--- src/rtl/keen_decode_stage.sv ---
// rtl/keen_decode_stage.sv - RV32I decode stage with a two-entry skid buffer
module keen_decode_stage #(
    parameter int XLEN = 32,
    parameter int ILEN = 32
) (
    input  logic            clk,
    input  logic            rst,
    input  logic            flush,
    input  logic            in_valid,
    output logic            in_ready,
    input  logic [ILEN-1:0] in_instr,
    input  logic [XLEN-1:0] in_pc,
    output logic            out_valid,
    input  logic            out_ready,
    output logic [XLEN-1:0] out_pc,
    output logic [XLEN-1:0] out_imm,
    output logic [2:0]      out_fmt,
    output logic [4:0]      out_rd,
    output logic [4:0]      out_rs1,
    output logic [4:0]      out_rs2,
    output logic            out_illegal
);

    localparam logic [1:0] EMPTY = 2'd0;
    localparam logic [1:0] MAIN  = 2'd1;
    localparam logic [1:0] SKID  = 2'd2;

    localparam logic [2:0] FMT_R   = 3'd0;
    localparam logic [2:0] FMT_I   = 3'd1;
    localparam logic [2:0] FMT_S   = 3'd2;
    localparam logic [2:0] FMT_B   = 3'd3;
    localparam logic [2:0] FMT_U   = 3'd4;
    localparam logic [2:0] FMT_J   = 3'd5;
    localparam logic [2:0] FMT_ILL = 3'd7;

    typedef struct packed {
        logic [XLEN-1:0] pc;
        logic [XLEN-1:0] imm;
        logic [2:0]      fmt;
        logic [4:0]      rd;
        logic [4:0]      rs1;
        logic [4:0]      rs2;
        logic            illegal;
    } entry_t;

    logic [1:0] state;
    logic [1:0] state_nx;
    logic       ready_q;
    entry_t     main_q;
    entry_t     skid_q;
    entry_t     dec;
    entry_t     main_src;
    logic       load_main;
    logic       load_skid;
    logic       in_xfer;
    logic       out_xfer;

    assign in_xfer  = in_valid && ready_q;
    assign out_xfer = (state != EMPTY) && out_ready;

    always_comb begin
        dec         = '0;
        dec.pc      = in_pc;
        dec.rd      = in_instr[11:7];
        dec.rs1     = in_instr[19:15];
        dec.rs2     = in_instr[24:20];
        dec.fmt     = FMT_ILL;
        dec.illegal = 1'b1;
        case (in_instr[6:0])
            7'b0110111, 7'b0010111: begin
                dec.fmt = FMT_U;
                dec.imm = XLEN'({in_instr[31:12], 12'b0});
            end
            7'b1101111: begin
                dec.fmt = FMT_J;
                dec.imm = {{(XLEN-20){in_instr[31]}}, in_instr[19:12], in_instr[20],
                           in_instr[30:21], 1'b0};
            end
            7'b1100111, 7'b0000011, 7'b0010011, 7'b0001111, 7'b1110011: begin
                dec.fmt = FMT_I;
                dec.imm = {{(XLEN-12){in_instr[31]}}, in_instr[31:20]};
            end
            7'b0100011: begin
                dec.fmt = FMT_S;
                dec.imm = {{(XLEN-12){in_instr[31]}}, in_instr[31:25], in_instr[11:7]};
            end
            7'b1100011: begin
                dec.fmt = FMT_B;
                dec.imm = {{(XLEN-12){in_instr[31]}}, in_instr[7], in_instr[30:25],
                           in_instr[11:8], 1'b0};
            end
            7'b0110011: dec.fmt = FMT_R;
            default:    dec.fmt = FMT_ILL;
        endcase
        if (dec.fmt != FMT_ILL) dec.illegal = 1'b0;
    end

    // Flush wins over every transfer; a concurrent output transfer is simply consumed.
    always_comb begin
        state_nx  = state;
        load_main = 1'b0;
        load_skid = 1'b0;
        main_src  = dec;
        if (flush) begin
            state_nx = EMPTY;
        end else begin
            case (state)
                EMPTY: if (in_xfer) begin
                    load_main = 1'b1;
                    state_nx  = MAIN;
                end
                MAIN: begin
                    if (in_xfer && out_xfer) begin
                        load_main = 1'b1;
                    end else if (in_xfer) begin
                        load_skid = 1'b1;
                        state_nx  = SKID;
                    end else if (out_xfer) begin
                        state_nx  = EMPTY;
                    end
                end
                SKID: if (out_xfer) begin
                    load_main = 1'b1;
                    main_src  = skid_q;
                    state_nx  = MAIN;
                end
                default: state_nx = EMPTY;
            endcase
        end
    end

    always_ff @(posedge clk) begin
        if (rst) begin
            state   <= EMPTY;
            ready_q <= 1'b1;
            main_q  <= '0;
            skid_q  <= '0;
        end else begin
            state   <= state_nx;
            ready_q <= (state_nx != SKID);
            if (load_main) main_q <= main_src;
            if (load_skid) skid_q <= dec;
        end
    end

    assign in_ready    = ready_q;
    assign out_valid   = (state != EMPTY);
    assign out_pc      = main_q.pc;
    assign out_imm     = main_q.imm;
    assign out_fmt     = main_q.fmt;
    assign out_rd      = main_q.rd;
    assign out_rs1     = main_q.rs1;
    assign out_rs2     = main_q.rs2;
    assign out_illegal = main_q.illegal;

endmodule

--- config.mk ---
export PLATFORM = sky130hd
export DESIGN_NAME = keen_decode_stage
export DESIGN_NICKNAME = d
export VERILOG_FILES = /design/src/rtl/keen_decode_stage.sv
export SDC_FILE = /design/constraint.sdc
export NUM_CORES = 1
export LEC_CHECK = 0
export BUFFER_PORTS_ARGS = -buffer_cell sky130_fd_sc_hd__buf_2
export CAP_MARGIN = 25
export CORE_MARGIN = 3
export CORE_UTILIZATION = 26
export CTS_CLUSTER_DIAMETER = 40
export DETAILED_ROUTE_END_ITERATION = 7
export PLACE_DENSITY_LB_ADDON = 0.08
export SLEW_MARGIN = 20
export SYNTH_ARGS = -nofsm -noshare
export SYNTH_HDL_FRONTEND = slang
export SYNTH_SLANG_ARGS = --single-unit
--- constraint.sdc ---
create_clock -name clk -period 2.35 [get_ports clk]
set_clock_uncertainty 0.05 [all_clocks]
set_input_delay 0.1175 -clock clk [delete_from_list [all_inputs] [get_ports clk]]
set_output_delay 0.1175 -clock clk [all_outputs]
set_load 0.02 [all_outputs]
# Yosys cells after proc, flatten, opt, wreduce, memory -nomap -nowiden
# Index checks and enable logic that the tools add are counted.
# totals
word_cells	59
regBits	169
inputBits	69
# classes
n_mux	21
eq_ne	15
n_reduce_logical	7
# ops
operator	n
$mux 83	3
$pmux 32 s5	1
$eq 7x7->1 const B	4
$eq 7x6->1 const B	3
$pmux 3 s6	1
$eq 7x5->1 const B	2
$mux 2	6
$mux 1	8
$eq 7x2->1 const B	1
$eq 7x4->1 const B	1
$pmux 2 s3	1
$reduce_or 5->1	1
$logic_and 1x1->1	3
$ne 3x3->1 const B	1
$pmux 1 s3	1
$eq 2x1->1 const B	1
$eq 2x2->1 const B	1
$logic_not 2->1	1
$ne 2x2->1 const B	1
$reduce_bool 2->1	1
$reduce_or 2->1	1

# Logic depth before layout (Yosys ltp)
# Gate-level depths: netlist (run 1).
# logic_depth
word_depth	8
mapped_depth	8
mapped_depth_nobuf	5

# Least setup slack after synthesis (run 1)
# OpenSTA, ideal clock, no wires.
# synth_timing
kind	reg2reg
from	register ready_q (netlist: in_ready)
to	register main_q (netlist bit out_imm[10])
setup_slack_ns	0.482
synth_period_minus_slack_ns	1.868
path_buffers	2
stages_incl_launch_ff	8
required_ns	2.168
t_arrival_ns	1.686
cell_sequence	dfxtp_1 nand2_1 o31a_1 or2_1 buf_2 buf_2 a221oi_1 nor3_1
# synth_between
elab_chain_len	5
# synth_rtl
element	line	rtl
start, declared	48	logic ready_q;
start signal, assigned	140	ready_q <= (state_nx != SKID);
$logic_and 1x1->1 (*)	58	assign in_xfer = in_valid && ready_q;
$logic_and 1x1->1	113	if (in_xfer && out_xfer) begin
$mux 1	113	
$pmux 1 s3 (*)	107	case (state)
$mux 1 (*)	104	if (flush) begin
end signal, assigned	141	if (load_main) main_q <= main_src;
end, declared	49	entry_t main_q;
# Every way passes the cells marked *; elsewhere a longest branch is shown, timed or not.
# A chain may end at the register's enable or synchronous reset.

# Worst setup path in the final report (run 1)
# layout_timing
from	register state[1]
to	register main_q (netlist bit out_rd[3])
# layout_between
elab_chain_len	6
# layout_rtl
element	line	rtl
start, declared	46	logic [1:0] state;
start signal, assigned	139	state <= state_nx;
$reduce_bool 2->1	59	assign out_xfer = (state != EMPTY) && out_ready;
$logic_and 1x1->1	59	
$logic_and 1x1->1	113	
$mux 1	113	
$pmux 1 s3	107	
$mux 1	104	
# Several ways; a longest one is shown, not always the timed one.

==> report_table.html, run 1 <==
<table>
<tr><th>Metric</th><th>Value</th></tr>
<tr><th colspan="2">Outcome</th></tr>
<tr><td>Run status</td><td>complete, no violations</td></tr>
<tr><th colspan="2">Critical path</th></tr>
<tr><td>Crit path DAT</td><td>between 2 and 2.5 ns</td></tr>
<tr><td>R2r worst-path depth</td><td>6</td></tr>
<tr><td>Startpoint types</td><td>register</td></tr>
<tr><td>Critical Path RT</td><td>between 2 and 3 ns</td></tr>
<tr><td>Max Fanout on Critical Path</td><td>13</td></tr>
<tr><td>R2R setup slack</td><td>between 0.2 and 0.25 ns</td></tr>
<tr><td>Critical Path Sink Type</td><td>register</td></tr>
<tr><td>Worst setup path class</td><td>register to register</td></tr>
<tr><th colspan="2">Floorplanning</th></tr>
<tr><td>Area of the placeable core</td><td>roughly 0.026 mm2</td></tr>
<tr><td>Chip Height</td><td>169 um</td></tr>
<tr><td>Count of boundary I/O pins</td><td>~150</td></tr>
<tr><td>Effective utilization at floorplan</td><td>roughly a quarter</td></tr>
<tr><td>X dimension of the die</td><td>around 170 um</td></tr>
<tr><td># rows</td><td>59</td></tr>
<tr><td>DIE AREA</td><td>approximately 0.029 mm2</td></tr>
<tr><th colspan="2">Place</th></tr>
<tr><td>IO buf count</td><td>~150</td></tr>
<tr><td># placed instances</td><td>between 1000 and 1500</td></tr>
<tr><td>Post-placement setup slack</td><td>~0.15 ns</td></tr>
<tr><td>Final weighted congestion in routability-driven placement</td><td>0.779</td></tr>
<tr><td>DP Wirelength</td><td>around 15000 um</td></tr>
<tr><th colspan="2">Timing</th></tr>
<tr><td>Period Utilization, post-route</td><td>between 80% and 90%</td></tr>
<tr><td>Highest achievable clock rate</td><td>474 MHz</td></tr>
<tr><td>Final count of hold timing violations</td><td>0</td></tr>
<tr><td>Setup repair after global routing missed its margin</td><td>no</td></tr>
<tr><td>Worst slew margin relative to its limit</td><td>~41%</td></tr>
<tr><td>Worst-case setup margin in the final layout</td><td>between 0.2 and 0.25 ns</td></tr>
<tr><td>Final sum of negative setup slack</td><td>0 ns</td></tr>
<tr><td>Actual slew at the worst max-slew pin</td><td>around 0.88 ns</td></tr>
<tr><td>Pins over their slew limit</td><td>0</td></tr>
<tr><td>Final Critical Period</td><td>around 2.1 ns</td></tr>
<tr><td>Final setup fails</td><td>0</td></tr>
<tr><th colspan="2">Detailed routing</th></tr>
<tr><td>Via/cell ratio</td><td>just under 5</td></tr>
<tr><td>Final routed wire length divided by cell count</td><td>~17 um</td></tr>
<tr><td>Count of routing violations after the opening detailed-route iteration</td><td>roughly 530</td></tr>
<tr><td>DR vias</td><td>6694</td></tr>
<tr><td>Number of optimization iterations in the first detailed-route pass</td><td>5</td></tr>
<tr><td>Total wire length after detailed routing</td><td>between 20000 and 25000 um</td></tr>
<tr><td>Residual DRC</td><td>0</td></tr>
<tr><td>Count of antenna-violating nets left after detailed routing</td><td>0</td></tr>
<tr><th colspan="2">Clock tree</th></tr>
<tr><td>Total setup buffers inserted after CTS</td><td>0</td></tr>
<tr><td>Number of levels the H-tree was split into</td><td>4</td></tr>
<tr><td>Maximum root-to-sink buffer count</td><td>2</td></tr>
<tr><td>Buffer type at the clock tree root</td><td>sky130_fd_sc_hd__clkbuf_16</td></tr>
<tr><td>Clock tree from TritonCTS</td><td>done</td></tr>
<tr><td>Clock latency reported for the late side of the worst-skew pair</td><td>roughly 0.42 ns</td></tr>
<tr><td>Total clock buffers created by CTS</td><td>17</td></tr>
<tr><td>Clock-pin slew reported for the worst setup and hold paths after clock tree synthesis</td><td>0.07 ns</td></tr>
<tr><td># clock sinks</td><td>between 150 and 200</td></tr>
<tr><th colspan="2">Worst hold path</th></tr>
<tr><td>Number of cells on the worst hold path</td><td>2</td></tr>
<tr><td>Kind of path behind the tightest hold check</td><td>primary input to register</td></tr>
<tr><th colspan="2">Yosys</th></tr>
<tr><td>Most frequent cells after synthesis</td><td>224 x sky130_fd_sc_hd__nand2_1, 169 x sky130_fd_sc_hd__dfxtp_1, 103 x sky130_fd_sc_hd__a21oi_1</td></tr>
<tr><td>Fraction of the mapped netlist area in compound gates</td><td>about a quarter</td></tr>
<tr><td>Synthesized Nets</td><td>921</td></tr>
<tr><td>Cell accounting for the most synthesized area</td><td>sky130_fd_sc_hd__dfxtp_1</td></tr>
<tr><td>Post-synth design cell area</td><td>slightly below 0.007 mm2</td></tr>
<tr><td>Xor and xnor area share after synthesis</td><td>less than 1%</td></tr>
<tr><td>Synthesized-area fraction occupied by and/or/nand/nor cells</td><td>a little over a fifth</td></tr>
<tr><td>Cells after synthesis</td><td>roughly 850</td></tr>
<tr><td>Biggest area contributors in the synthesized netlist</td><td>sky130_fd_sc_hd__dfxtp_1 49%, sky130_fd_sc_hd__nand2_1 12%, sky130_fd_sc_hd__a21oi_1 7.5%</td></tr>
<tr><td>Adder-Cell Fraction of Synth Area</td><td>0%</td></tr>
<tr><td>Share of flip-flops with an asynchronous set or reset after synthesis</td><td>0%</td></tr>
<tr><td>Unique cell type count in the Yosys netlist</td><td>58</td></tr>
<tr><td>Top_reg_cell synth</td><td>sky130_fd_sc_hd__dfxtp_1</td></tr>
<tr><td>Average instance area after synthesis</td><td>8.12 um2</td></tr>
<tr><td>Main combinational cell family by area after synthesis</td><td>compound AO/OA/AOI/OAI gates</td></tr>
<tr><td>FF+latch count, synth</td><td>~170</td></tr>
<tr><td>Share of the synthesized area in the top cell type</td><td>between 40% and 50%</td></tr>
<tr><td>Synthesis Warnings</td><td>0</td></tr>
<tr><td>Library cell with the highest instance count after synthesis</td><td>sky130_fd_sc_hd__nand2_1</td></tr>
<tr><td>Multiplexer share of the synthesized area</td><td>0.289%</td></tr>
<tr><td>Number of synthesized flops with an enable pin</td><td>0</td></tr>
<tr><td>Sequential element share of the synthesized area</td><td>between 40% and 50%</td></tr>
<tr><th colspan="2">Global routing</th></tr>
<tr><td>Via count of the first global-routing pass</td><td>~6500</td></tr>
<tr><td>Initial antenna violation count</td><td>0</td></tr>
<tr><td>Global-route wire length before repair</td><td>36700 um</td></tr>
<tr><td>All-Layer GR Usage</td><td>about 16%</td></tr>
<tr><td>Largest net degree at the start of global routing</td><td>75</td></tr>
<tr><td>Leftover overflow at the end of global routing</td><td>0</td></tr>
<tr><th colspan="2">Run</th></tr>
<tr><td>Max capacitance violation total</td><td>0</td></tr>
<tr><th colspan="2">Finish</th></tr>
<tr><td>Count of placed standard cells in the final layout, fillers left out</td><td>1389</td></tr>
<tr><td>Total area of multi-input combinational cells</td><td>about 0.0032 mm2</td></tr>
<tr><td>Antenna diode count</td><td>0</td></tr>
<tr><td>Layout-stage area growth over the synthesis result</td><td>35.0%</td></tr>
<tr><td>Fill cell total of the finished layout</td><td>2812</td></tr>
<tr><td>Final net count</td><td>about 1100</td></tr>
<tr><td>Register Area</td><td>0.00338 mm2</td></tr>
<tr><td>Fraction of final layout cells sized beyond drive strength 1</td><td>a little over a fifth</td></tr>
<tr><td>Final Util</td><td>a little over a third</td></tr>
<tr><th colspan="2">Pwr</th></tr>
<tr><td>Largest voltage drop on the vdd net</td><td>about 0.42 mV</td></tr>
<tr><td>Leakage</td><td>roughly 3.7 nW</td></tr>
<tr><td>PD cells</td><td>between 700 and 800 mW/mm2</td></tr>
</table>
[sequential cells by signal, indices dropped and copies added, names as in the netlist]
name,count
out_illegal,1
out_rs2,5
state,2
out_rs1,5
out_fmt,3
out_rd,5
out_imm,32
out_pc,32
skid_q,83
in_ready,1
[per-layer routing]
metal / vias to the layer above / GRT usage (%) / wire (um)
li1: 3386 / - / -
met1: 3118 / 22.5 / 11400
met2: 176 / 25.9 / 10700
met3: 14 / 3.71 / 1170
met4: 0 / 3.63 / 230
met5: - / 0 / 0
[stage by stage]
step | hold WS [ns] | instance area (um2) | power [mW]
after floorplan | 0.192 | 6920 | 3.53
after global placement | 0.318 | 8150 | 3.86
after detailed placement | 0.319 | 8150 | 3.86
after CTS | 0.00809 | 9340 | 7.00
after global routing | 0.0312 | 9340 | 7.19
final | 0.0350 | 9340 | 6.88
[critical path: stages (launching register included)]
cell and delay, ns:
sky130_fd_sc_hd__dfxtp_1 0.57, sky130_fd_sc_hd__nand3b_1 0.18, sky130_fd_sc_hd__buf_4 0.20, sky130_fd_sc_hd__nor2_4 0.44
sky130_fd_sc_hd__buf_4 0.25, sky130_fd_sc_hd__nand2_1 0.06, sky130_fd_sc_hd__a311oi_1 0.26
[cells by family after synthesis]
| kind of cell | after synthesis |
|---|---|
| buffers and inverters | 77 |
| multiplexers | 2 |
| AO/OA/AOI/OAI | 255 |
| AND/OR/NAND/NOR | 348 |
| flip-flops | 169 |
| XOR/XNOR | 1 |
[worst paths after layout]
check / startpoint / to
worst max-delay path: state[1] / out_rd[3]
worst min-delay path: out_ready / in_ready
worst min register to register: out_illegal / out_illegal
worst max register to register: state[1] / out_rd[3]
[report_power, final]
part	internal, mW	switching, mW
sequential	2.98	0.0600
clock	1.82	1.21
combinational	0.322	0.495
[what timing repair did]
action / 4_1_cts / 5_1_grt
endpoints found under the hold margin: 136 / 0
gates resized for setup: 0 / 0
hold buffers: 57 / 0
[area by class of cell]
cell class,count,area share (%)
clock buffer,22,4.86
clock inverter,10,1.78
sequential,169,36.2
timing repair buffer,242,17.7
tap,335,4.49
inverter,5,0.201
multi-input combinational,606,34.7
[cell usage in the layout (no fill, tap or decap), types with 12 or more instances in the layout]
cell and count:
sky130_fd_sc_hd__dfxtp_1 169, sky130_fd_sc_hd__clkbuf_16 17, sky130_fd_sc_hd__dlygate4sd3_1 57, sky130_fd_sc_hd__buf_4 27
sky130_fd_sc_hd__a311oi_1 50, sky130_fd_sc_hd__buf_2 152, sky130_fd_sc_hd__a21oi_1 103, sky130_fd_sc_hd__nor3_1 12
sky130_fd_sc_hd__nand2_1 223, sky130_fd_sc_hd__o21ai_0 31, sky130_fd_sc_hd__o221ai_1 14, sky130_fd_sc_hd__nor2_1 71
Power figures use the tool's default switching activity.
==> run 2, diff against run 1 <==
PLACE_DENSITY_LB_ADDON = default   (was 0.08)
==> report_table.html, run 2 (synthesis gave the netlist of run 1 again) <==
<table>
<tr><th>Metric</th><th>Value</th></tr>
<tr><th colspan="2">Finish</th></tr>
<tr><td>Fill cell total of the finished layout</td><td>2702 (-3.9%)</td></tr>
<tr><td>Final net count</td><td>1099 (-0.99%)</td></tr>
<tr><td>Commonest cells after routing, fill and taps aside</td><td>223 x sky130_fd_sc_hd__nand2_1, 169 x sky130_fd_sc_hd__dfxtp_1, 152 x sky130_fd_sc_hd__buf_2, 103 x sky130_fd_sc_hd__a21oi_1, 71 x sky130_fd_sc_hd__nor2_1</td></tr>
<tr><td>Antenna diode count</td><td>0 (unchanged)</td></tr>
<tr><td>Largest register FFs</td><td>83 (unchanged)</td></tr>
<tr><td>Most frequent standard cell in the layout excluding fill and tap cells</td><td>sky130_fd_sc_hd__nand2_1</td></tr>
<tr><td>Fraction of final layout cells sized beyond drive strength 1</td><td>21.1% (-0.44 points)</td></tr>
<tr><td>Layout-stage area growth over the synthesis result</td><td>33.4%</td></tr>
<tr><td>Reg with most FFs</td><td>skid_q</td></tr>
<tr><td>Final Util</td><td>35.3% (-0.43 points)</td></tr>
<tr><th colspan="2">Critical path</th></tr>
<tr><td>Slowest CP cell</td><td>sky130_fd_sc_hd__nor3_4</td></tr>
<tr><td>CP cell instances</td><td>nor2b_1 &gt; o31a_1 &gt; or2_1 &gt; nor3_4 &gt; a21oi_1</td></tr>
<tr><td>Max Fanout on Critical Path</td><td>13 (unchanged)</td></tr>
<tr><td>Critical Path Sink</td><td>out_imm[20]</td></tr>
<tr><td>Crit path DAT</td><td>2.36 ns (-0.03 ns)</td></tr>
<tr><td>Slowest cell delay on critical path</td><td>0.49 ns (-0.08 ns)</td></tr>
<tr><td>Critical Path Sink Type</td><td>register</td></tr>
<tr><td>Critical Path RT</td><td>2.58 ns (-0.05 ns)</td></tr>
<tr><td>Worst setup path class</td><td>register to register</td></tr>
<tr><td>Startpoint types</td><td>register</td></tr>
<tr><td>Startpoint of the worst-slack reg-to-reg timing path</td><td>state[0]</td></tr>
<tr><td>R2R setup slack</td><td>0.22 ns (-0.02 ns)</td></tr>
<tr><td>Endpoint of the most critical register-to-register path</td><td>out_imm[20]</td></tr>
<tr><td>R2r worst-path depth</td><td>5 (-1)</td></tr>
<tr><td>Critical Path Source</td><td>state[0]</td></tr>
<tr><th colspan="2">Clock tree</th></tr>
<tr><td>Post-cts resize count</td><td>0 (unchanged)</td></tr>
<tr><td># clock sinks</td><td>169 (unchanged)</td></tr>
<tr><td>Number of levels the H-tree was split into</td><td>4 (unchanged)</td></tr>
<tr><td>Maximum root-to-sink buffer count</td><td>2 (unchanged)</td></tr>
<tr><td>Total setup buffers inserted after CTS</td><td>0 (unchanged)</td></tr>
<tr><td>Clock latency reported for the late side of the worst-skew pair</td><td>0.42 ns (about the same)</td></tr>
<tr><td>Clock tree from TritonCTS</td><td>done</td></tr>
<tr><td>Total clock buffers created by CTS</td><td>17 (unchanged)</td></tr>
<tr><td>Buffer type at the clock tree root</td><td>sky130_fd_sc_hd__clkbuf_16</td></tr>
<tr><td>Clock-pin slew reported for the worst setup and hold paths after clock tree synthesis</td><td>0.07 ns (about the same)</td></tr>
<tr><th colspan="2">Floorplanning</th></tr>
<tr><td># rows</td><td>59 (unchanged)</td></tr>
<tr><td>Area of the placeable core</td><td>0.0261 mm2 (unchanged)</td></tr>
<tr><td>Effective utilization at floorplan</td><td>26.5% (unchanged)</td></tr>
<tr><td>Chip Height</td><td>169 um (unchanged)</td></tr>
<tr><td>DIE AREA</td><td>0.0286 mm2 (unchanged)</td></tr>
<tr><td>Count of boundary I/O pins</td><td>154 (unchanged)</td></tr>
<tr><td>X dimension of the die</td><td>169 um (unchanged)</td></tr>
<tr><th colspan="2">Detailed routing</th></tr>
<tr><td>Total wire length after detailed routing</td><td>22200 um (-5.7%)</td></tr>
<tr><td>Via/cell ratio</td><td>4.95 (+2.8%)</td></tr>
<tr><td>Count of antenna-violating nets left after detailed routing</td><td>0 (unchanged)</td></tr>
<tr><td>Number of optimization iterations in the first detailed-route pass</td><td>4 (-1)</td></tr>
<tr><td>DR vias</td><td>6825 (+2.0%)</td></tr>
<tr><td>Residual DRC</td><td>0 (unchanged)</td></tr>
<tr><td>Count of routing violations after the opening detailed-route iteration</td><td>484 (-9.0%)</td></tr>
<tr><td>Final routed wire length divided by cell count</td><td>16.1 um (-4.9%)</td></tr>
<tr><th colspan="2">Timing</th></tr>
<tr><td>Worst slew margin relative to its limit</td><td>39.1% (-2.2 points)</td></tr>
<tr><td>Final count of hold timing violations</td><td>0 (unchanged)</td></tr>
<tr><td>Pins over their slew limit</td><td>0 (unchanged)</td></tr>
<tr><td>Setup repair after global routing missed its margin</td><td>no</td></tr>
<tr><td>WHS</td><td>0.0286 ns (-0.00646 ns)</td></tr>
<tr><td>Final setup fails</td><td>0 (unchanged)</td></tr>
<tr><td>Period Utilization, post-route</td><td>90.5% (+0.67 points)</td></tr>
<tr><td>Final Critical Period</td><td>2.13 ns (+0.0158 ns)</td></tr>
<tr><td>Final sum of negative setup slack</td><td>0 ns (unchanged)</td></tr>
<tr><td>Highest achievable clock rate</td><td>470 MHz (-0.75%)</td></tr>
<tr><td>Actual slew at the worst max-slew pin</td><td>0.914 ns (+0.0369 ns)</td></tr>
<tr><th colspan="2">Worst hold path</th></tr>
<tr><td>Kind of path behind the tightest hold check</td><td>primary input to register</td></tr>
<tr><th colspan="2">Pwr</th></tr>
<tr><td>Power consumption</td><td>6.69 mW (-2.7%)</td></tr>
<tr><td>PD cells</td><td>725 mW/mm2 (-1.5%)</td></tr>
<tr><td>Leakage</td><td>3.60 nW (-1.7%)</td></tr>
<tr><td>Largest voltage drop on the vdd net</td><td>0.386 mV (-7.7%)</td></tr>
<tr><th colspan="2">Outcome</th></tr>
<tr><td>Run status</td><td>complete, no violations</td></tr>
<tr><th colspan="2">Global routing</th></tr>
<tr><td>Met3 routing resource usage after global routing</td><td>3.67% (-0.047 points)</td></tr>
<tr><td>Met2 track utilization from global routing</td><td>23.6% (-2.3 points)</td></tr>
<tr><td>Most Used Layer, Global Route</td><td>met2</td></tr>
<tr><td>Met1 demand-to-capacity share in global routing</td><td>20.8% (-1.6 points)</td></tr>
<tr><td>Via count of the first global-routing pass</td><td>6401 (-1.6%)</td></tr>
<tr><td>Initial antenna violation count</td><td>0 (unchanged)</td></tr>
<tr><td>Largest net degree at the start of global routing</td><td>82 (+9.3%)</td></tr>
<tr><td>All-Layer GR Usage</td><td>15.2% (-1.0 points)</td></tr>
<tr><td>Global-route wire length before repair</td><td>34900 um (-5.0%)</td></tr>
<tr><td>Leftover overflow at the end of global routing</td><td>0 (unchanged)</td></tr>
<tr><th colspan="2">Place</th></tr>
<tr><td>DP Wirelength</td><td>13900 um (-8.7%)</td></tr>
<tr><td>Final weighted congestion in routability-driven placement</td><td>0.853 (+9.5%)</td></tr>
<tr><td>IO buf count</td><td>153 (unchanged)</td></tr>
<tr><th colspan="2">Run</th></tr>
<tr><td>Max capacitance violation total</td><td>0 (unchanged)</td></tr>
</table>
run 2: cell types whose count changed in the layout (fill, tap and decap cells not counted):
cell	before	now
sky130_fd_sc_hd__clkbuf_1	4	0
sky130_fd_sc_hd__buf_4	27	16
sky130_fd_sc_hd__inv_6	1	4
sky130_fd_sc_hd__clkinv_4	2	4
sky130_fd_sc_hd__clkinvlp_4	2	1
sky130_fd_sc_hd__inv_8	0	4
sky130_fd_sc_hd__bufinv_16	4	1
sky130_fd_sc_hd__clkinv_2	1	0
run 2: layout make-up:
| class | instances | area, um2 | area share (%) |
|---|---|---|---|
| clock inverters | 14 | 153 | 1.65 |
| clock buffers | 18 | 439 | 4.76 |
| inverters | 5 | 18.8 | 0.203 |
| flip-flops and latches | 169 | 3380 | 36.7 |
| multi-input cells | 606 | 3240 | 35.1 |
| repair buffers | 231 | 1570 | 17.0 |
| well taps | 335 | 419 | 4.54 |
run 2: worst max-delay path, delay by kind of cell, from the launching register on:
family	cells	cell delay, ns
AND/OR/NAND/NOR	3	1.12
AO/OA/AOI/OAI	2	0.42
flip-flops	1	0.38
run 2: timing repair:
item,CTS,global route
hold buffers,57,0
setup endpoints to repair,0,0
endpoints found under the hold margin,136,0
run 2: how the worst min path moves through the flow:
stage | start | end | slack, ns | cells after the start
final | out_ready | in_ready | 0.03 | 2
after global routing | out_ready | in_ready | 0.02 | 2
after CTS | out_ready | in_ready | 0.0001 | 2
after detailed placement | in_pc[14] | skid_q[65] | 0.33 | 3
after global placement | in_instr[28] | skid_q[27] | 0.32 | 2
after floorplan | rst | in_ready | 0.19 | 1
run 2: through the flow:
step / cell area [um2] / setup slack (ns) / instances
final: 9230 / 0.224 / 1378
after global routing: 9230 / 0.0793 / 1378
after CTS: 9230 / 0.238 / 1378
after detailed placement: 8070 / 0.185 / 1289
after global placement: 8070 / 0.239 / 1289
after floorplan: 6920 / 0.482 / 852
run 2: power breakdown:
| part | total [mW] | switching (mW) | internal, mW |
|---|---|---|---|
| logic | 0.807 | 0.492 | 0.316 |
| clock network | 2.85 | 1.31 | 1.54 |
| registers | 3.03 | 0.0593 | 2.98 |
run 2: routing by layer:
| layer | vias up | routed length [um] |
|---|---|---|
| li1 | 3378 | - |
| met1 | 3201 | 10500 |
| met2 | 217 | 9750 |
| met3 | 29 | 1380 |
| met4 | 0 | 493 |
| met5 | - | 0 |
==> run 3, diff against run 2 <==
ABC_AREA = 1   (was default)
==> report_table.html, run 3 <==
<table>
<tr><th>Metric</th><th>Value</th></tr>
<tr><th colspan="2">Outcome</th></tr>
<tr><td>Run status</td><td>complete, no violations</td></tr>
<tr><th colspan="2">Clock tree</th></tr>
<tr><td>Buffer type at the clock tree root</td><td>sky130_fd_sc_hd__clkbuf_16</td></tr>
<tr><td>Number of levels the H-tree was split into</td><td>4 (unchanged)</td></tr>
<tr><td># clock sinks</td><td>169 (unchanged)</td></tr>
<tr><td>Total setup buffers inserted after CTS</td><td>0 (unchanged)</td></tr>
<tr><td>Hold bufs inserted after CTS</td><td>56 (-1.8%)</td></tr>
<tr><td>Post-cts resize count</td><td>0 (unchanged)</td></tr>
<tr><td>Total clock buffers created by CTS</td><td>17 (unchanged)</td></tr>
<tr><td>Maximum root-to-sink buffer count</td><td>2 (unchanged)</td></tr>
<tr><td>Clock tree from TritonCTS</td><td>done</td></tr>
<tr><td>Clock-pin slew reported for the worst setup and hold paths after clock tree synthesis</td><td>0.06 ns (about the same)</td></tr>
<tr><td>Clock latency reported for the late side of the worst-skew pair</td><td>0.41 ns (about the same)</td></tr>
<tr><th colspan="2">Detailed routing</th></tr>
<tr><td>Total wire length after detailed routing</td><td>22900 um (+3.2%)</td></tr>
<tr><td>Routed length on met1</td><td>10600 um (+0.80%)</td></tr>
<tr><td>Residual DRC</td><td>0 (unchanged)</td></tr>
<tr><td>Number of optimization iterations in the first detailed-route pass</td><td>6 (+2)</td></tr>
<tr><td>DR vias</td><td>7055 (+3.4%)</td></tr>
<tr><td>Met3 wire length</td><td>1100 um (-20%)</td></tr>
<tr><td>Via/cell ratio</td><td>4.66 (-5.9%)</td></tr>
<tr><td>Routed wire length on met2</td><td>11100 um (+14%)</td></tr>
<tr><td>Count of antenna-violating nets left after detailed routing</td><td>0 (unchanged)</td></tr>
<tr><td>Top routing layer used</td><td>met4</td></tr>
<tr><td>Count of routing violations after the opening detailed-route iteration</td><td>542 (+12%)</td></tr>
<tr><td>Final routed wire length divided by cell count</td><td>15.1 um (-6.0%)</td></tr>
<tr><th colspan="2">Global routing</th></tr>
<tr><td>Largest net degree at the start of global routing</td><td>64 (-22%)</td></tr>
<tr><td>Initial antenna violation count</td><td>0 (unchanged)</td></tr>
<tr><td>Via count of the first global-routing pass</td><td>6583 (+2.8%)</td></tr>
<tr><td>Leftover overflow at the end of global routing</td><td>0 (unchanged)</td></tr>
<tr><td>All-Layer GR Usage</td><td>15.0% (-0.14 points)</td></tr>
<tr><td>Global-route wire length before repair</td><td>35300 um (+1.2%)</td></tr>
<tr><th colspan="2">Timing</th></tr>
<tr><td>Worst-case setup margin in the final layout</td><td>0.314 ns (+0.0902 ns)</td></tr>
<tr><td>Final setup fails</td><td>0 (unchanged)</td></tr>
<tr><td>Final sum of negative setup slack</td><td>0 ns (unchanged)</td></tr>
<tr><td>Period Utilization, post-route</td><td>86.6% (-3.8 points)</td></tr>
<tr><td>Final count of hold timing violations</td><td>0 (unchanged)</td></tr>
<tr><td>Pins over their slew limit</td><td>0 (unchanged)</td></tr>
<tr><td>Actual slew at the worst max-slew pin</td><td>0.775 ns (-0.139 ns)</td></tr>
<tr><td>Final Critical Period</td><td>2.04 ns (-0.0902 ns)</td></tr>
<tr><td>Setup repair after global routing missed its margin</td><td>no</td></tr>
<tr><td>Worst slew margin relative to its limit</td><td>48.4% (+9.3 points)</td></tr>
<tr><td>Highest achievable clock rate</td><td>491 MHz (+4.4%)</td></tr>
<tr><th colspan="2">Critical path</th></tr>
<tr><td>Cell class contributing the biggest share of worst-path delay</td><td>buffers and inverters</td></tr>
<tr><td>Worst path bufs/invs</td><td>4 (+4)</td></tr>
<tr><td>Crit path DAT</td><td>2.32 ns (-0.04 ns)</td></tr>
<tr><td>Worst setup path class</td><td>register to register</td></tr>
<tr><td>CP cell instances</td><td>inv_2 &gt; nor2_2 &gt; inv_2 &gt; nor2_4 &gt; nand2_4 &gt; clkinv_1 &gt; buf_4 &gt; o21ai_0 &gt; a21oi_1</td></tr>
<tr><td>Max Fanout on Critical Path</td><td>44 (+31)</td></tr>
<tr><td>Top cell by count, worst path</td><td>sky130_fd_sc_hd__inv_2</td></tr>
<tr><td>Slowest CP cell</td><td>sky130_fd_sc_hd__buf_4</td></tr>
<tr><td>Critical Path RT</td><td>2.63 ns (+0.05 ns)</td></tr>
<tr><td>Slowest cell delay on critical path</td><td>0.45 ns (-0.04 ns)</td></tr>
<tr><td>Startpoint types</td><td>register</td></tr>
<tr><td>Critical Path Sink Type</td><td>register</td></tr>
<tr><td>R2r worst-path depth</td><td>9 (+4)</td></tr>
<tr><td>Number of cells on the critical path</td><td>9 (+4)</td></tr>
<tr><th colspan="2">Finish</th></tr>
<tr><td>Total non-filler cell area in the finished layout</td><td>0.00928 mm2 (+0.58%)</td></tr>
<tr><td>Fraction of final layout cells sized beyond drive strength 1</td><td>18.3% (-2.8 points)</td></tr>
<tr><td>Final net count</td><td>1230 (+12%)</td></tr>
<tr><td>Largest register FFs</td><td>83 (unchanged)</td></tr>
<tr><td>Layout-stage area growth over the synthesis result</td><td>29.6%</td></tr>
<tr><td>Reg with most FFs</td><td>skid_q</td></tr>
<tr><td>Commonest cells after routing, fill and taps aside</td><td>187 x sky130_fd_sc_hd__a21oi_1, 169 x sky130_fd_sc_hd__dfxtp_1, 153 x sky130_fd_sc_hd__buf_2, 136 x sky130_fd_sc_hd__o21ai_0, 134 x sky130_fd_sc_hd__nand2_1</td></tr>
<tr><td>Antenna diode count</td><td>0 (unchanged)</td></tr>
<tr><td>Most frequent standard cell in the layout excluding fill and tap cells</td><td>sky130_fd_sc_hd__a21oi_1</td></tr>
<tr><th colspan="2">Place</th></tr>
<tr><td>Final weighted congestion in routability-driven placement</td><td>0.805 (-5.7%)</td></tr>
<tr><td>IO buf count</td><td>153 (unchanged)</td></tr>
<tr><td>Placed Area</td><td>0.00816 mm2 (+1.2%)</td></tr>
<tr><td>DP Wirelength</td><td>14700 um (+6.3%)</td></tr>
<tr><td>Post-placement setup slack</td><td>0.385 ns (+0.200 ns)</td></tr>
<tr><th colspan="2">Yosys</th></tr>
<tr><td>Biggest area contributors in the synthesized netlist</td><td>sky130_fd_sc_hd__dfxtp_1 47%, sky130_fd_sc_hd__a21oi_1 13%, sky130_fd_sc_hd__o21ai_0 9.5%</td></tr>
<tr><td>Fraction of the mapped netlist area in compound gates</td><td>25.4% (+0.59 points)</td></tr>
<tr><td>Cell accounting for the most synthesized area</td><td>sky130_fd_sc_hd__dfxtp_1</td></tr>
<tr><td>Adder-Cell Fraction of Synth Area</td><td>0% (unchanged)</td></tr>
<tr><td>Most frequent cells after synthesis</td><td>187 x sky130_fd_sc_hd__a21oi_1, 169 x sky130_fd_sc_hd__dfxtp_1, 136 x sky130_fd_sc_hd__o21ai_0</td></tr>
<tr><td>Number of synthesized flops with an enable pin</td><td>0 (unchanged)</td></tr>
<tr><td>Library cell with the highest instance count after synthesis</td><td>sky130_fd_sc_hd__a21oi_1</td></tr>
<tr><td>Sequential element share of the synthesized area</td><td>47.2% (-1.7 points)</td></tr>
<tr><td>Multiplexer share of the synthesized area</td><td>0% (-0.29 points)</td></tr>
<tr><td>Synthesized Nets</td><td>1060 (+15%)</td></tr>
<tr><td>Xor and xnor area share after synthesis</td><td>0.122% (-0.0043 points)</td></tr>
<tr><td>Share of the synthesized area in the top cell type</td><td>47.2% (-1.7 points)</td></tr>
<tr><td>Synthesized-area fraction occupied by and/or/nand/nor cells</td><td>18.3% (-2.9 points)</td></tr>
<tr><td>Share of flip-flops with an asynchronous set or reset after synthesis</td><td>0% (unchanged)</td></tr>
<tr><td>Top_reg_cell synth</td><td>sky130_fd_sc_hd__dfxtp_1</td></tr>
<tr><td>Main combinational cell family by area after synthesis</td><td>compound AO/OA/AOI/OAI gates</td></tr>
<tr><td>Synthesis Warnings</td><td>0 (unchanged)</td></tr>
<tr><td>FF+latch count, synth</td><td>169 (unchanged)</td></tr>
<tr><td>Average instance area after synthesis</td><td>7.23 um2 (-11%)</td></tr>
<tr><td>Cells after synthesis</td><td>991 (+16%)</td></tr>
<tr><td>Unique cell type count in the Yosys netlist</td><td>27 (-53%)</td></tr>
<tr><td>Post-synth design cell area</td><td>0.00716 mm2 (+3.5%)</td></tr>
<tr><th colspan="2">Worst hold path</th></tr>
<tr><td>Kind of path behind the tightest hold check</td><td>primary input to register</td></tr>
<tr><td>Number of cells on the worst hold path</td><td>5 (+3)</td></tr>
<tr><th colspan="2">Floorplanning</th></tr>
<tr><td>Area of the placeable core</td><td>0.0270 mm2 (+3.4%)</td></tr>
<tr><td>Effective utilization at floorplan</td><td>26.5% (+0.028 points)</td></tr>
<tr><td>Count of boundary I/O pins</td><td>154 (unchanged)</td></tr>
<tr><td>DIE AREA</td><td>0.0296 mm2 (+3.4%)</td></tr>
<tr><td>Chip Height</td><td>172 um (+1.7%)</td></tr>
<tr><td>X dimension of the die</td><td>172 um (+1.7%)</td></tr>
<tr><td># rows</td><td>60 (+1.7%)</td></tr>
<tr><th colspan="2">Run</th></tr>
<tr><td>Max capacitance violation total</td><td>0 (unchanged)</td></tr>
<tr><th colspan="2">Pwr</th></tr>
<tr><td>PD cells</td><td>695 mW/mm2 (-4.2%)</td></tr>
<tr><td>Leakage</td><td>4.35 nW (+21%)</td></tr>
<tr><td>Largest voltage drop on the vdd net</td><td>0.497 mV (+29%)</td></tr>
</table>
run 3: cell count changes after synthesis, moves of 18 or more:
cell / previous run / this run
sky130_fd_sc_hd__inv_1: 5 / 70
sky130_fd_sc_hd__nand3_1: 6 / 24
sky130_fd_sc_hd__a21oi_1: 103 / 187
sky130_fd_sc_hd__o21ai_1: 1 / 32
sky130_fd_sc_hd__nor2_1: 72 / 125
sky130_fd_sc_hd__nand2_1: 224 / 134
sky130_fd_sc_hd__a311oi_1: 50 / 0
sky130_fd_sc_hd__o21ai_0: 31 / 136
run 3: cell type report:
type	instances	area (um2)
clock buffers	24	492
clock inverters	6	65.1
fillers	2848	17700
inverters	74	278
multi-input cells	674	3150
flip-flops and latches	169	3380
well taps	341	427
repair buffers	225	1480
run 3: per-stage QoR:
stage          power (mW)  hold WS (ns)  instances  utilization (%)
2_1_floorplan        3.46         0.202        991                -
3_3_place_gp         3.73         0.309       1427             30.2
3_5_place_dp         3.74         0.330       1427             30.2
4_1_cts              6.53        0.0155       1513             34.3
5_1_grt              6.74        0.0479       1513             34.3
6_report             6.45        0.0368       1513             34.3
run 3: path summary, 6_finish.rpt:
check / end / startpoint / slack, ns
hold / removal: skid_q[32] / in_instr[13] / 0.04
setup / recovery: out_rs1[1] / state[1] / 0.31
hold reg to reg: out_pc[20] / out_pc[20] / 0.41
setup reg to reg: out_rs1[1] / state[1] / 0.31
run 3: cell families (layout without fill, tap and decap cells):
| family | after synthesis | in the layout |
|---|---|---|
| buf+inv | 148 | 329 |
| simple gates | 312 | 312 |
| flops | 169 | 169 |
| compound gates | 361 | 361 |
| xor+xnor | 1 | 1 |
run 3: metal layers:
layer | GRT usage [%] | vias to the layer above
met5 | 0 | -
met4 | 2.46 | 0
met3 | 3.32 | 5
met2 | 25.3 | 193
met1 | 20.2 | 3234
li1 | - | 3623
run 3: worst reg2reg max path, stage by stage (launching register included):
cell                       delay, ns
sky130_fd_sc_hd__dfxtp_1        0.36
sky130_fd_sc_hd__inv_2          0.06
sky130_fd_sc_hd__nor2_2         0.09
sky130_fd_sc_hd__inv_2          0.05
sky130_fd_sc_hd__nor2_4         0.27
sky130_fd_sc_hd__nand2_4        0.20
sky130_fd_sc_hd__clkinv_1       0.08
sky130_fd_sc_hd__buf_4          0.45
sky130_fd_sc_hd__o21ai_0        0.18
sky130_fd_sc_hd__a21oi_1        0.16
run 3: where the power goes:
group | internal [mW] | switching, mW | total [mW]
combinational | 0.273 | 0.450 | 0.723
clock | 1.56 | 1.14 | 2.70
sequential | 2.97 | 0.0546 | 3.02
total | 4.81 | 1.64 | 6.45
